**config.mk**
```make
export PLATFORM = sky130hd
export DESIGN_NAME = reduction_config_ctrl
export DESIGN_NICKNAME = d
export VERILOG_FILES = /design/src/rtl/reduction_config_ctrl.sv
export SDC_FILE = /design/constraint.sdc
export NUM_CORES = 1
export LEC_CHECK = 0
export ABC_AREA = 1
export ABC_CLOCK_PERIOD_IN_PS = 1920
export BUFFER_PORTS_ARGS = -buffer_cell sky130_fd_sc_hd__buf_2
export CORE_MARGIN = 1
export CORE_UTILIZATION = 58
export CTS_BUF_LIST = sky130_fd_sc_hd__clkbuf_2
export CTS_CLUSTER_SIZE = 8
export DETAILED_ROUTE_END_ITERATION = 12
export MAX_ROUTING_LAYER = met4
export PLACE_DENSITY = 0.9
export SETUP_SLACK_MARGIN = 0.05
export SYNTH_ARGS = -nofsm -noshare
export SYNTH_HDL_FRONTEND = slang
export SYNTH_SLANG_ARGS = --single-unit
```
**constraint.sdc**
```tcl
create_clock -name CLK -period 1.92 [get_ports CLK]
set_input_delay 0 -clock CLK [delete_from_list [all_inputs] [get_ports CLK]]
set_output_delay 0 -clock CLK [all_outputs]
set_load 0.01 [all_outputs]
```
**src/rtl/reduction_config_ctrl.sv**
```systemverilog
// rtl/reduction_config_ctrl.sv - adder-switch config sequencer
// Double-buffered per-switch config with RUN/DRAIN gating of switch valids.
module reduction_config_ctrl #(
  parameter int NUM_AS    = 8,
  parameter int SEL_IN    = 2,
  parameter int CFG_W     = 4 + SEL_IN,
  parameter int DRAIN_CYC = 6
) (
  input  logic                     CLK,
  input  logic                     rst_n,
  input  logic                     i_cfg_valid,
  input  logic [CFG_W-1:0]         i_cfg_data,
  output logic                     o_cfg_ready,
  input  logic                     i_start,
  input  logic [15:0]              i_num_folds,
  input  logic                     i_data_valid,
  output logic                     o_data_ready,
  output logic [NUM_AS-1:0]        o_as_valid,
  output logic [NUM_AS-1:0]        o_as_add_en,
  output logic [3*NUM_AS-1:0]      o_as_cmd,
  output logic [SEL_IN*NUM_AS-1:0] o_as_sel,
  output logic                     o_busy,
  output logic                     o_done,
  output logic                     o_start_err
);

  localparam int CNT_W = $clog2(NUM_AS + 1);
  localparam int IDX_W = (NUM_AS > 1) ? $clog2(NUM_AS) : 1;
  localparam int DRN_W = $clog2(DRAIN_CYC + 1);
  localparam logic [CNT_W-1:0] FULL_CNT = CNT_W'(NUM_AS);
  localparam logic [DRN_W-1:0] DRN_LOAD = DRN_W'(DRAIN_CYC);
  localparam logic [DRN_W-1:0] DRN_ONE  = DRN_W'(1);

  typedef enum logic [1:0] {S_IDLE, S_RUN, S_DRAIN} state_t;

  state_t             state, state_nxt;
  logic [CFG_W-1:0]   shadow [NUM_AS];
  logic [CNT_W-1:0]   shadow_cnt;
  logic [15:0]        rem;
  logic [DRN_W-1:0]   drain_cnt;
  logic               shadow_full;
  logic               swap;
  logic               cfg_fire;

  assign shadow_full = (shadow_cnt == FULL_CNT);
  assign swap        = (state == S_IDLE) && i_start && shadow_full;
  assign cfg_fire    = i_cfg_valid && !shadow_full;

  always_ff @(posedge CLK or negedge rst_n) begin
    if (!rst_n) state <= S_IDLE;
    else        state <= state_nxt;
  end

  always_comb begin
    state_nxt = state;
    case (state)
      S_IDLE:  if (swap) state_nxt = (i_num_folds != 16'd0) ? S_RUN : S_DRAIN;
      S_RUN:   if (i_data_valid && rem == 16'd1) state_nxt = S_DRAIN;
      S_DRAIN: if (drain_cnt == DRN_ONE) state_nxt = S_IDLE;
      default: state_nxt = S_IDLE;
    endcase
  end

  always_comb begin
    o_cfg_ready  = !shadow_full;
    o_data_ready = (state == S_RUN);
    o_busy       = (state != S_IDLE);
    o_as_valid   = (state == S_RUN && i_data_valid) ? {NUM_AS{1'b1}} : {NUM_AS{1'b0}};
  end

  // Shadow cannot be written while full, so a swap never races a cfg write.
  always_ff @(posedge CLK or negedge rst_n) begin
    if (!rst_n) begin
      shadow_cnt <= '0;
      for (int k = 0; k < NUM_AS; k++) shadow[k] <= '0;
    end else if (swap) begin
      shadow_cnt <= '0;
    end else if (cfg_fire) begin
      shadow[shadow_cnt[IDX_W-1:0]] <= i_cfg_data;
      shadow_cnt                    <= shadow_cnt + CNT_W'(1);
    end
  end

  always_ff @(posedge CLK or negedge rst_n) begin
    if (!rst_n) begin
      o_as_add_en <= '0;
      o_as_cmd    <= '0;
      o_as_sel    <= '0;
    end else if (swap) begin
      for (int k = 0; k < NUM_AS; k++) begin
        o_as_add_en[k]              <= shadow[k][CFG_W-1];
        o_as_cmd[3*k +: 3]          <= shadow[k][CFG_W-2 -: 3];
        o_as_sel[SEL_IN*k +: SEL_IN] <= shadow[k][SEL_IN-1:0];
      end
    end
  end

  always_ff @(posedge CLK or negedge rst_n) begin
    if (!rst_n) begin
      rem         <= '0;
      drain_cnt   <= '0;
      o_done      <= 1'b0;
      o_start_err <= 1'b0;
    end else begin
      if (swap)
        rem <= i_num_folds;
      else if (state == S_RUN && i_data_valid)
        rem <= rem - 16'd1;

      if (state_nxt == S_DRAIN && state != S_DRAIN)
        drain_cnt <= DRN_LOAD;
      else if (state == S_DRAIN)
        drain_cnt <= drain_cnt - DRN_ONE;

      o_done      <= (state == S_DRAIN) && (drain_cnt == DRN_ONE);
      o_start_err <= i_start && !swap;
    end
  end

endmodule
```
==> summary.md <==
| Metric | Value |
|---|---|
| PwrDens | 1440 nW/um2 |
| Aggregate global-route resource usage | 30.0% |
| Num ports | 88 |
| Top-count cell post-synth | nand2_1 |
| Outcome | finished, violations left |
| CP Launch Type | flop |
| CP peak stage delay | 0.45 ns |
| Area grow syn2layout | 22.4% |
| Chip width | 97.7 um |
| Final Max Tran Viols | 0 |
| Filler cells | 591 |
| Crit path required time | 2.51 ns |
| Yosys warns | 0 |
| CTS H-tree lvls | 4 |
| Clock Latency Late Sink | 0.69 ns |
| Routability cong. | 0.898 |
| Top-area cell type share of the netlist area | 58.0% |
| Fin nets | 767 |
| Synth cell count leaders | nand2_1, dfrtp_1, o21ai_0 |
| DR DRC count | 4 |
| Reg clk slew, reported paths | 0.20 ns |
| Area of the die | 9540 um2 |
| Final period util | 96.1% |
| Worst endpoint data arrival time | 2.44 ns |
| Synthesized Nets | 641 |
| Avg Cell Area, Syn | 8.73 um2 |
| First-pass GRT wire length | 21,300 um |
| DRT iter0 DRCs | 422 |
| CTS tree | yes |
| Routed len/inst | 15.4 um |
| Final hold viol count | 0 |
| Largest net degree at the start of global routing | 55 |
| Most used cell, CP | inv_2 |
| Max cap viols | 0 |
| Dpl ws | -0.00701 ns |
| Yosys reg bits | 123 |
| Fin Setup TNS | 0 ns |
| Sequential Area | 3080 um2 |
| Post-Synthesis Cells | 608 |
| Unique masters post-synth | 34 |
| Finished Cell Area | 6500 um2 |
| Crit path max-delay cell type | dfrtp_1 |
| Placement Cell Area | 5820 um2 |
| Clock Skew | 0.0382 ns |
| Clk buf depth | 2 |
| Leading area contributor after synthesis | dfrtp_1 |
| Post-synthesis instance area | 5310 um2 |
| Final Critical Period | 1.85 ns |
| Worst reg-to-reg setup slack | 0.07 ns |
| Hold_ws | 0.0636 ns |
| Total core area | 8810 um2 |
| Worst slew pin tran | 0.456 ns |
| # diodes | 0 |
| Slew Limit Headroom | 69.6% |
| Port Buffers | 87 |
| Vias | 4,578 |
| CTS buffer count | 17 |
| Placed wire-length estimate | 8370 um |
| Fmax achieved | 542 MHz |
| Post-synth EDFFs | 0 |
| CP Max Fanout | 29 |
| Hold Path Class | input pin to flop |
| Initial antenna violation count | 0 |
| Vias in the first global route | 4,504 |
| Via density | 5.36 |
| CTS Root Cell | clkbuf_2 |
| Std-Cell Rows | 34 |
| Final Setup Violations | 0 |
| IR drop worst, VDD | 0.775 mV |
| Layout cell share with drive strength beyond 1 | 21.7% |
| Grt total ovfl | 0 |
| Register area share after synthesis | 58.0% |
| Clock sinks | 123 |
| Main synth FF type | dfrtp_1 |
| Failing checks | design-rule violations |
| Die Ht | 97.7 um |
| CP Cell Sequence | inv_2 > ha_1 > nand3_4 > nor2_4 > inv_2 > buf_4 > o22ai_1 > o21bai_1 |
| Leakage | 0.00350 uW |
| Slack of the critical path | 0.0750 ns |
| Footprint of the multi-input gates | 1880 um2 |
| Setup crit end kind | flop |
| Synth area leaders | dfrtp_1, nand2_1, o21ai_0 |
| Final WL | 13,100 um |
| Critical path type | flop to flop |
| Antenna viol nets, final | 0 |
| RSZ-0062 raised after global routing | false |
| Drt pass-1 iters | 12 |
| Async S/R FF share, synth | 100% |
| Starting Density | 60.3% |
-- layout by cell type, fill, tap and decap left out, drive strengths merged --
cell type / synthesis / final
nand2: 229 / 229
dfrtp: 123 / 123
buf: 28 / 109
o21ai: 69 / 69
inv: 58 / 60
nor2: 39 / 39
dlygate4sd3: 0 / 27
nand3: 19 / 19
clkbuf: 1 / 17
xor2: 8 / 8
ha: 6 / 6
a21oi: 5 / 5
clkinv: 0 / 5
o22ai: 4 / 4
bufinv: 0 / 4
o21bai: 3 / 3
nor3: 3 / 3
clkinvlp: 0 / 3
nand4: 2 / 2
o211ai: 2 / 2
o221ai: 2 / 2
a31o: 1 / 1
a21o: 1 / 1
a22o: 1 / 1
o31ai: 1 / 1
xnor2: 1 / 1
nand3b: 1 / 1
a31oi: 1 / 1
-- power breakdown --
part | total [uW] | switching, uW | internal [uW]
sequential | 4300 | 671 | 3630
combinational | 3200 | 1980 | 1230
clock | 1880 | 1020 | 855
total | 9380 | 3670 | 5710
-- metal layers --
metal,routed length (um),up-vias,global-route usage (%)
li1,-,2150,-
met1,5250,2154,36.4
met2,6600,226,48.3
met3,894,48,6.55
met4,401,0,13.6
met5,0,-,-
-- metrics by stage --
step                      instances  total power, uW  utilization (%)
after CTS                       849             9240             73.0
after global placement          787             7040             66.1
final                           854             9380             73.8
after detailed placement        787             7250             66.1
after global routing            854            10000             73.8
after floorplan                 608             6170                -
-- state kept, by name, summed over array words and instances, names as in the netlist --
signal	count
shadow	48
o_as_cmd	24
o_as_sel	16
rem	16
o_as_add_en	8
shadow_cnt	4
drain_cnt	3
state	2
o_done	1
o_start_err	1
-- critical path: cells and delay by family (launching register included) --
kind	cells	cell delay, ns
DFF	1	0.45
AOI/OAI and AO/OA	2	0.30
and+or+nand+nor	2	0.35
adders and majority gates	1	0.22
buffers and inverters	3	0.43
-- area by class of cell --
| cell class | count | area share, % |
|---|---|---|
| multi-input cells | 398 | 28.9 |
| flip-flops and latches | 123 | 47.4 |
| well taps | 108 | 2.08 |
| clock buffers | 17 | 1.31 |
| clock inverters | 14 | 3.00 |
| inverters | 58 | 3.35 |
| repair buffers | 136 | 14.0 |
-- repair_timing --
item	in CTS	in global routing
endpoints found under the hold margin	196	0
pin swaps	1	1
gates resized for setup	4	11
setup endpoints to repair	23	84
setup buffers	3	5
hold buffers	28	0
cloned	0	0
-- kinds of logic after synthesis --
| kind of cell | Yosys count | share of synthesized area (%) |
|---|---|---|
| adder cells (fa/ha/maj) | 6 | 1.41 |
| AO/OA/AOI/OAI | 90 | 9.22 |
| flip-flops | 123 | 58.0 |
| XOR/XNOR | 9 | 1.49 |
| AND/OR/NAND/NOR | 293 | 22.5 |
| buffers and inverters | 87 | 7.33 |
-- final timing paths --
| check | to | startpoint | cells after the start |
|---|---|---|---|
| setup / recovery | rem[7]$_DFFE_PN0P_ | shadow_cnt[0]$_DFFE_PN0P_ | 8 |
| hold / removal | rem[5]$_DFFE_PN0P_ | i_num_folds[5] | 4 |
| hold reg to reg | o_as_sel[9]$_DFFE_PN0P_ | shadow[19]$_DFFE_PN0P_ | 2 |
| min in group asynchronous | shadow[44]$_DFFE_PN0P_ | rst_n | 4 |
| max in group asynchronous | rem[7]$_DFFE_PN0P_ | rst_n | 4 |
| setup reg to reg | rem[7]$_DFFE_PN0P_ | shadow_cnt[0]$_DFFE_PN0P_ | 8 |
No activity file was read; power rests on OpenSTA's default activity.
